`src/rtl/slc3_stim_pkg.sv`:
```
// Shared types for the SLC-3 stimulus sequencer: script ops, FSM states, entry layout.
// Optional macro STIM_SEQ_HANDSHAKE_EN adds the WAIT_RDY state.
package slc3_stim_pkg;

  typedef enum logic [1:0] {
    OP_NOP  = 2'd0,
    OP_RUN  = 2'd1,
    OP_CONT = 2'd2,
    OP_END  = 2'd3
  } op_e;

`ifdef STIM_SEQ_HANDSHAKE_EN
  typedef enum logic [2:0] {
    ST_IDLE,
    ST_FETCH,
    ST_DELAY,
    ST_PULSE,
    ST_WAIT_RDY,
    ST_DONE
  } state_e;
`else
  typedef enum logic [2:0] {
    ST_IDLE,
    ST_FETCH,
    ST_DELAY,
    ST_PULSE,
    ST_DONE
  } state_e;
`endif

  // Entry layout at the default widths; the top slices by its own parameters.
  localparam int SW_W_DEF  = 16;
  localparam int CNT_W_DEF = 16;

  typedef struct packed {
    op_e                  op;
    logic [SW_W_DEF-1:0]  sw;
    logic [CNT_W_DEF-1:0] delay;
  } entry_t;

endpackage

```
`src/rtl/slc3_stim_seq_ram.sv`:
```
// Script storage: DEPTH x W, one synchronous write port, one async read port.
// Ports: clk_i, we_i/waddr_i/wdata_i write, raddr_i -> rdata_o read. Contents not reset.
module stim_script_ram #(
  parameter int DEPTH = 32,
  parameter int W     = 34
) (
  input  logic                     clk_i,
  input  logic                     we_i,
  input  logic [$clog2(DEPTH)-1:0] waddr_i,
  input  logic [W-1:0]             wdata_i,
  input  logic [$clog2(DEPTH)-1:0] raddr_i,
  output logic [W-1:0]             rdata_o
);

  logic [W-1:0] mem_q [DEPTH];

  always_ff @(posedge clk_i) begin
    if (we_i) mem_q[waddr_i] <= wdata_i;
  end

  assign rdata_o = mem_q[raddr_i];

endmodule

```
`src/rtl/slc3_stim_seq.sv`:
```
// Scripted Run/Continue/SW stimulus sequencer for the SLC-3 CPU.
// Ports: Clk, Reset (sync high), script write (wr_en/wr_addr/wr_data), start, abort,
// ready; outputs SW, Run, Continue, busy, done, step_idx. Macro: STIM_SEQ_HANDSHAKE_EN.
module slc3_stim_seq
  import slc3_stim_pkg::*;
#(
  parameter int SW_W    = 16,
  parameter int DEPTH   = 32,
  parameter int CNT_W   = 16,
  parameter int PULSE_W = 4
) (
  input  logic                      Clk,
  input  logic                      Reset,
  input  logic                      wr_en,
  input  logic [$clog2(DEPTH)-1:0]  wr_addr,
  input  logic [2+SW_W+CNT_W-1:0]   wr_data,
  input  logic                      start,
  input  logic                      abort,
  input  logic                      ready,
  output logic [SW_W-1:0]           SW,
  output logic                      Run,
  output logic                      Continue,
  output logic                      busy,
  output logic                      done,
  output logic [$clog2(DEPTH)-1:0]  step_idx
);

  localparam int IDX_W = $clog2(DEPTH);
  localparam int ENT_W = 2 + SW_W + CNT_W;

  state_e            state_q, state_d;
  op_e               op_q, op_d;
  logic [IDX_W-1:0]  idx_q, idx_d;
  logic [CNT_W-1:0]  cnt_q, cnt_d;
  logic [SW_W-1:0]   sw_q, sw_d;
  logic              run_q, run_d;
  logic              cont_q, cont_d;
  logic              busy_q, busy_d;
  logic              done_q, done_d;
  logic              adv;

  logic [ENT_W-1:0]  rd_data;
  op_e               ent_op;
  logic [SW_W-1:0]   ent_sw;
  logic [CNT_W-1:0]  ent_dly;

`ifndef STIM_SEQ_HANDSHAKE_EN
  logic unused_ready;
  assign unused_ready = ready;
`endif

  // The script is frozen while it runs.
  stim_script_ram #(
    .DEPTH (DEPTH),
    .W     (ENT_W)
  ) u_ram (
    .clk_i   (Clk),
    .we_i    (wr_en & ~busy_q),
    .waddr_i (wr_addr),
    .wdata_i (wr_data),
    .raddr_i (idx_q),
    .rdata_o (rd_data)
  );

  assign ent_op  = op_e'(rd_data[ENT_W-1 -: 2]);
  assign ent_sw  = rd_data[CNT_W +: SW_W];
  assign ent_dly = rd_data[CNT_W-1:0];

  always_comb begin
    state_d = state_q;
    idx_d   = idx_q;
    cnt_d   = cnt_q;
    op_d    = op_q;
    sw_d    = sw_q;
    adv     = 1'b0;
    if (abort) begin
      state_d = ST_IDLE;
    end else begin
      unique case (state_q)
        ST_IDLE, ST_DONE: begin
          if (start) begin
            state_d = ST_FETCH;
            idx_d   = '0;
          end
        end
        ST_FETCH: begin
          sw_d    = ent_sw;
          op_d    = ent_op;
          cnt_d   = ent_dly;
          state_d = (ent_op == OP_END) ? ST_DONE : ST_DELAY;
        end
        ST_DELAY: begin
          // Delay d gives d+1 DELAY cycles.
          if (cnt_q == '0) begin
            if (op_q == OP_RUN || op_q == OP_CONT) begin
              state_d = ST_PULSE;
              cnt_d   = CNT_W'(PULSE_W - 1);
            end else begin
              adv = 1'b1;
            end
          end else begin
            cnt_d = cnt_q - CNT_W'(1);
          end
        end
        ST_PULSE: begin
          if (cnt_q == '0) begin
`ifdef STIM_SEQ_HANDSHAKE_EN
            if (op_q == OP_CONT) state_d = ST_WAIT_RDY;
            else                 adv     = 1'b1;
`else
            adv = 1'b1;
`endif
          end else begin
            cnt_d = cnt_q - CNT_W'(1);
          end
        end
`ifdef STIM_SEQ_HANDSHAKE_EN
        ST_WAIT_RDY: begin
          if (ready) adv = 1'b1;
        end
`endif
        default: state_d = ST_IDLE;
      endcase
      // Last entry finishes the script instead of wrapping.
      if (adv) begin
        if (idx_q == IDX_W'(DEPTH - 1)) begin
          state_d = ST_DONE;
        end else begin
          idx_d   = idx_q + IDX_W'(1);
          state_d = ST_FETCH;
        end
      end
    end
  end

  // Flag outputs follow the next state so they are registered yet aligned.
  always_comb begin
    run_d  = (state_d == ST_PULSE) && (op_d == OP_RUN);
    cont_d = (state_d == ST_PULSE) && (op_d == OP_CONT);
    done_d = (state_d == ST_DONE);
`ifdef STIM_SEQ_HANDSHAKE_EN
    busy_d = state_d inside {ST_FETCH, ST_DELAY, ST_PULSE, ST_WAIT_RDY};
`else
    busy_d = state_d inside {ST_FETCH, ST_DELAY, ST_PULSE};
`endif
  end

  always_ff @(posedge Clk) begin
    if (Reset) begin
      state_q <= ST_IDLE;
      op_q    <= OP_NOP;
      idx_q   <= '0;
      cnt_q   <= '0;
      sw_q    <= '0;
      run_q   <= 1'b0;
      cont_q  <= 1'b0;
      busy_q  <= 1'b0;
      done_q  <= 1'b0;
    end else begin
      state_q <= state_d;
      op_q    <= op_d;
      idx_q   <= idx_d;
      cnt_q   <= cnt_d;
      sw_q    <= sw_d;
      run_q   <= run_d;
      cont_q  <= cont_d;
      busy_q  <= busy_d;
      done_q  <= done_d;
    end
  end

  assign SW       = sw_q;
  assign Run      = run_q;
  assign Continue = cont_q;
  assign busy     = busy_q;
  assign done     = done_q;
  assign step_idx = idx_q;

endmodule

```
`config.mk`:
```
export PLATFORM = sky130hd
export DESIGN_NAME = slc3_stim_seq
export DESIGN_NICKNAME = d
export VERILOG_FILES = /design/src/rtl/slc3_stim_pkg.sv /design/src/rtl/slc3_stim_seq_ram.sv /design/src/rtl/slc3_stim_seq.sv
export SDC_FILE = /design/constraint.sdc
export NUM_CORES = 1
export LEC_CHECK = 0
export ABC_AREA = 1
export CELL_PAD_IN_SITES_DETAIL_PLACEMENT = 2
export CELL_PAD_IN_SITES_GLOBAL_PLACEMENT = 2
export CORE_UTILIZATION = 30
export DETAILED_ROUTE_END_ITERATION = 10
export PLACE_DENSITY = 0.59
export SLEW_MARGIN = 0
export SYNTH_ARGS = -nofsm -noshare
export SYNTH_HDL_FRONTEND = slang
export SYNTH_SLANG_ARGS = --single-unit
export TNS_END_PERCENT = 50
```
`constraint.sdc`:
```
create_clock -name Clk -period 4.45 [get_ports Clk]
set_input_delay 1.1125 -clock Clk [delete_from_list [all_inputs] [get_ports Clk]]
set_output_delay 1.1125 -clock Clk [all_outputs]
set_load 0.01 [all_outputs]
```
==> impl_metrics.yaml, run 1 <==
run_status:
  outcome: "finished, final reports clean"
power_and_ir_drop:
  peakVddDrop_mv: 0.313
  p_int_mw: 17.8
  comb_power_share_pct: 3.1
  p_sw_share_pct: 21.9
  pwr-share-clk_pct: 44.9
  p_leak_nw: 16.8
  pwr-share-seq_pct: 52.0
  powerDensity_nw_per_um2: 436
  p_sw_mw: 5.01
critical_path:
  r2r-end: "SW[0]"
  end_kind: "output pin"
  rr_worst_depth: 7
  critical_path_buf_inv_count: 1
  regToRegSetupSlack_ps: 1520
  crit_path_max_fanout: 2
  cpLargestDelayFamily: "flip-flops"
  cp-startpoint: "busy"
  critical_path_depth: 1
  endpoint: "busy"
  worstPathCellList: "clkdlybuf4s50_1"
  crit_arrival_ps: 2170
  cp-start-kind: "register"
  slowest_delay_ps: 750
  crit_type: "register to output pin"
  crit_slowest_cell: "dfxtp_1"
  critPathRequiredTime_ps: 3340
clock_network:
  cts.clk_slew.worst_paths_ps: 60
  cts_resized: 0
  cts_buffers: 132
  cts.path.max_buffers: 3
  cts_root_buf: "clkbuf_16"
  cts_sinks: 1139
  hold_buffers: 0
  clk_latency_ps: 760
  cts_tree: "built"
  htreeDepth: 4
  postCtsSetupBuffers: 0
synth:
  ys_ff_latch: 1139
  yosys_most_used_dff: "edfxtp_1"
  syn_nets: 3461
  yosys_warnings: 0
  synth_area_sq_um: 44800
  synth_async_sr_flop_share_pct: 0
  synth_edf_count: 1088
  synth_cell_types: 39
  avgSynthCellArea_sq_um: 13.1
  syn_inst: 3413
  yosysSeqAreaShare_pct: 75.2
timing:
  fin_crit_sh_pct: 73.8
  hold_viol_final: 0
  setup_ws_ps: 1170
  slew_viol_final: 0
  setup_tns_ps: 0
  slew_headroom_pct: 14.3
  max_freq_ghz: 0.304
  finalCriticalPeriod_ps: 3280
  grt_setup_unrepaired: "no"
  worst_slew_pin_slew_ps: 1280
  setup_viol: 0
  skew_ps: 23.0
flow_run:
  drv_cap: 0
die:
  dieArea_sq_um: 151000
  die_x_microns: 388
  die_y_microns: 388
  ioPinCount: 70
  initial_core_util_pct: 30.2
  core_region_area_sq_um: 148000
  rows: 141
detailed_routing:
  vias: 29500
  drc: 0
  drt_pass1_iterations: 4
  ant_nets: 0
  first_iter_violations: 1856
  wl_per_cell_microns: 27.5
  wl_mm: 151
  viasPerCell: 5.34
layout:
  final_cell_mix: "edfxtp_1 (1088), nor2_1 (612), o21ai_0 (588)"
  fillers: 15000
  nets: 3531
  drive_gt1_share_pct: 9.24
  synthToLayoutAreaGrowth_pct: 16.9
  layout_commonest_cell: "edfxtp_1"
hold_path:
  hold_path.class: "register to register"
global_routing:
  grt_max_degree: 195
  antenna_found_initial: 8
  grt_pass1_wl_mm: 220
  track_usage_pct: 20.0
  grt_pass1_vias: 31300
  grt_overflow: 0
place:
  io_buffers: 68
  pre_cts_slack_ps: 735
  finalWeightedCongestion: 0.725
  dp_hpwl_mm: 81.5
==> state kept, by name, indices dropped and copies added (netlist names), named ones only <==
signal       count
Run              1
cnt_q           16
Continue         1
done             1
op_q             2
step_idx         5
state_q          3
u_ram.mem_q   1088
busy             1
SW              16
==> routing by layer <==
metal,vias to the layer above,global-route usage (%),wire length (microns)
met5,-,0,11
met4,2,5.22,3130
met3,195,2.62,4870
met2,477,34.0,74900
met1,15800,26.7,68500
li1,13000,-,-
==> power by group through the flow <==
stage	combinational, mW	clock [mW]	sequential [mW]
after floorplan	0.291	0	12.1
after global placement	0.713	0	12.1
after detailed placement	0.726	0	12.1
after CTS	0.729	10.5	11.9
after global routing	0.779	10.9	11.9
final	0.713	10.2	11.9
==> cells in the mapped netlist (3+ instances only) <==
| master | instances | area (sq um) |
|---|---|---|
| edfxtp_1 | 1088 | 32700 |
| nor2_1 | 644 | 2420 |
| o21ai_0 | 588 | 2940 |
| o22ai_1 | 177 | 1110 |
| nand3_1 | 154 | 771 |
| clkbuf_1 | 140 | 526 |
| nand2_1 | 140 | 526 |
| o221ai_1 | 100 | 876 |
| buf_2 | 65 | 325 |
| a21oi_1 | 55 | 275 |
| dfxtp_1 | 51 | 1020 |
| o21ai_1 | 50 | 250 |
| inv_1 | 35 | 131 |
| buf_4 | 23 | 173 |
| o211ai_1 | 23 | 173 |
| o21a_1 | 10 | 75.1 |
| buf_6 | 8 | 90.1 |
| or2_0 | 8 | 50.1 |
| xor2_1 | 8 | 70.1 |
| buf_1 | 6 | 22.5 |
| nand4_1 | 5 | 31.3 |
| nor3_1 | 5 | 25.0 |
| xnor2_1 | 4 | 35.0 |
| a31oi_1 | 3 | 18.8 |
| ha_1 | 3 | 37.5 |
==> how the worst min path moves through the flow <==
stage | startpoint | endpoint | slack, ps | cells past startpoint
3_3_place_gp | step_idx[4] | register | 530 | 2
6_report | step_idx[4] | register | 530 | 2
2_1_floorplan | step_idx[4] | register | 520 | 2
3_5_place_dp | step_idx[4] | register | 530 | 2
4_1_cts | step_idx[4] | register | 540 | 2
5_1_grt | step_idx[4] | register | 580 | 2
==> cell type report <==
class / instances / area [sq um] / share of cell area [%]
flip-flops and latches: 1139 / 33700 / 64.4
well taps: 1930 / 2410 / 4.61
diodes: 1 / 2.50 / 0.00478
repair buffers: 179 / 2030 / 3.88
multi-input cells: 1992 / 10000 / 19.2
inverters: 39 / 169 / 0.323
clock buffers: 173 / 3560 / 6.80
clock inverters: 61 / 429 / 0.820
==> logic make-up (layout without fill, tap and decap cells) <==
family | after synthesis | after routing | share of synthesized area (%)
xor gates and xnor gates | 12 | 12 | 0.235
other | 0 | 1 | 0
DFF | 1139 | 1139 | 75.2
buffers and inverters | 282 | 452 | 2.88
adders and majority gates | 3 | 3 | 0.0838
AOI/OAI and AO/OA | 1010 | 1010 | 12.8
and+or+nand+nor | 967 | 967 | 8.72
==> per-stage QoR <==
step                      cells  hold slack, ps  cell area (sq um)  utilization [%]  power (mW)
final                      5514             531              52400             35.4        22.8
after global routing       5513             576              52400             35.4        23.5
after CTS                  5512             541              52300             35.4        23.1
after detailed placement   5278             526              48300             32.7        12.8
after global placement     5278             525              48300             32.7        12.8
after floorplan            3413             519              44800                -        12.4
==> worst min-delay path, cell delays in order (launching register included) <==
cell and delay (ps):
dfxtp_1 330, nand2b_1 80, a21oi_1 70
Note: power is estimated with default switching activity, not from simulation.
==> run 2: changes to the inputs <==
--- a/config.mk
+++ b/config.mk
@@ -10,7 +10,7 @@
 export CELL_PAD_IN_SITES_GLOBAL_PLACEMENT = 2
 export CORE_UTILIZATION = 30
 export DETAILED_ROUTE_END_ITERATION = 10
-export PLACE_DENSITY = 0.59
+export PLACE_DENSITY = 0.61
 export SLEW_MARGIN = 0
 export SYNTH_ARGS = -nofsm -noshare
 export SYNTH_HDL_FRONTEND = slang
==> constraint.sdc (replaced) <==
create_clock -name Clk -period 3 [get_ports Clk]
set_input_delay 0.75 -clock Clk [delete_from_list [all_inputs] [get_ports Clk]]
set_output_delay 0.75 -clock Clk [all_outputs]
set_load 0.01 [all_outputs]
==> run 2 against run 1 <==
Net effect:
- via count is 1.4% higher
- combinational power is 65% higher
- non-clock buffer count is 101 higher
- largest power group unchanged
- worst setup slack worse by 860 ps
- critical path depth is 8 higher
- largest cell class unchanged
- final cell count is 1.7% higher
- die area stayed put
- clock power is 53% higher
==> impl_metrics.yaml, run 2 (synthesis gave the netlist of run 1 again) <==
detailed_routing:
  first_iter_violations: 2146
  ant_nets: 0
  wl_per_cell_microns: 27.8
  wl_mm: 156
  drt_pass1_iterations: 5
  drc: 0
  vias: 29900
  viasPerCell: 5.32
power_and_ir_drop:
  comb_power_share_pct: 3.4
  powerDensity_nw_per_um2: 639
  pwr-share-seq_pct: 51.2
  p_int_mw: 26.7
  pwr-share-clk_pct: 45.3
  p_sw_mw: 7.60
  power_mw: 34.3
  peakVddDrop_mv: 0.473
  p_leak_nw: 17.5
  p_sw_share_pct: 22.1
hold_path:
  min_delay_path_depth: 2
  min_from: "step_idx[4]"
  hold_path.class: "register to register"
clock_network:
  htreeDepth: 4
  cts.path.max_buffers: 3
  hold_buffers: 0
  clk_latency_ps: 760
  cts_buffers: 132
  postCtsSetupBuffers: 0
  cts_sinks: 1139
  cts_tree: "built"
  cts.clk_slew.worst_paths_ps: 60
  cts_resized: 0
  cts_root_buf: "clkbuf_16"
critical_path:
  crit_path_max_fanout: 33
  rr_worst_depth: 9
  cpLargestDelayFamily: "simple AND/OR/NAND/NOR gates"
  crit_type: "register to register"
  critical_path_buf_inv_count: 3
  slowest_delay_ps: 730
  r2r-end: "cnt_q[6]"
  cp-start-kind: "register"
  crit_arrival_ps: 3340
  crit_slowest_cell: "dfxtp_4"
  end_kind: "register"
  regToRegSetupSlack_ps: 300
  worstPathCellList: "inv_8 > buf_12 > buf_4 > o21ai_0 > o221ai_1 > nand3_1 > nand3_1 > nand3_1 > a21oi_1"
  cp_common_cell: "nand3_1"
  critPathRequiredTime_ps: 3640
layout:
  drive_gt1_share_pct: 11.9
  final_cell_mix: "edfxtp_1 (1088), nor2_1 (612), o21ai_0 (588)"
  nets: 3632
  synthToLayoutAreaGrowth_pct: 20.0
  regMostFlops: "u_ram.mem_q"
  fillers: 14900
  layout_commonest_cell: "edfxtp_1"
  largest_register_ffs: 1088
global_routing:
  antenna_found_initial: 5
  grt_overflow: 0
  grt_max_degree: 74
  track_usage_pct: 20.5
  grt_pass1_wl_mm: 227
  grt_pass1_vias: 32400
die:
  rows: 141
  ioPinCount: 70
  dieArea_sq_um: 151000
  die_x_microns: 388
  initial_core_util_pct: 30.2
  core_region_area_sq_um: 148000
  die_y_microns: 388
timing:
  max_freq_ghz: 0.371
  setup_tns_ps: 0
  setup_viol: 0
  finalCriticalPeriod_ps: 2700
  slew_viol_final: 0
  slew_headroom_pct: 53.0
  worst_slew_pin_slew_ps: 705
  fin_crit_sh_pct: 90.0
  grt_setup_unrepaired: "no"
  skew_ps: 19.8
  hold_viol_final: 0
place:
  io_buffers: 68
  dp_hpwl_mm: 90.4
  finalWeightedCongestion: 0.740
run_status:
  outcome: "finished, final reports clean"
flow_run:
  drv_cap: 0
run 2: worst max-delay path by stage:
| stage | from | end | slack, ps | depth (start not counted) |
|---|---|---|---|---|
| floorplan | wr_en | u_ram.mem_q[0][0] | -70 | 4 |
| global placement | wr_en | u_ram.mem_q[22][15] | 300 | 7 |
| detailed placement | wr_en | u_ram.mem_q[22][15] | 270 | 7 |
| CTS | busy | busy | 50 | 1 |
| global route | register | busy | 230 | 15 |
| finish | register | cnt_q[6] | 300 | 9 |
run 2: power groups by stage:
stage | clock, mW | combinational (mW) | sequential [mW]
finish | 15.6 | 1.18 | 17.6
global route | 16.5 | 1.27 | 17.6
CTS | 15.9 | 1.21 | 17.6
detailed placement | 0 | 1.20 | 17.9
global placement | 0 | 1.17 | 17.9
floorplan | 0 | 0.431 | 17.9
run 2: layout make-up:
class                      count  area [sq um]  area share (%)
tap                         1930          2410            4.49
clock buffer                 165          3470            6.46
multi-input combinational   1992         10000            18.7
timing repair buffer         280          3290            6.12
antenna                        1          2.50         0.00466
inverter                      39           169           0.314
sequential                  1139         33700            62.7
clock inverter                63           632            1.18
run 2: routing by layer:
layer | wire [microns] | up-vias | share of wire (%) | track usage, %
met3 | 5420 | 173 | 3.5 | 2.99
met5 | 10 | - | 0.0064 | 0
li1 | - | 13200 | - | -
met4 | 3230 | 2 | 2.1 | 5.29
met2 | 77000 | 565 | 49 | 35.1
met1 | 70000 | 15900 | 45 | 27.1
run 2: tightest hold or removal path: cells and delay by family, from the launching register on:
family	cells	cell delay [ps]
DFF	1	330
and+or+nand+nor	1	70
AOI/OAI and AO/OA	1	70
run 2: metrics by stage:
step / hold slack (ps) / instance area [sq um] / instances / util, % / setup WS [ps]
after CTS: 547 / 53700 / 5608 / 36.3 / 50.3
after global routing: 582 / 53700 / 5608 / 36.3 / 227
after global placement: 538 / 49600 / 5380 / 33.5 / 296
after floorplan: 519 / 44800 / 3413 / - / -69.7
final: 527 / 53700 / 5609 / 36.3 / 301
after detailed placement: 533 / 49600 / 5380 / 33.5 / 271
==> run 3: changes to the inputs <==
--- a/config.mk
+++ b/config.mk
@@ -15,4 +15,3 @@
 export SYNTH_ARGS = -nofsm -noshare
 export SYNTH_HDL_FRONTEND = slang
 export SYNTH_SLANG_ARGS = --single-unit
-export TNS_END_PERCENT = 50
==> results of run 3 <==
Same layout as run 2: the final DEF is identical, and so are final timing and power.
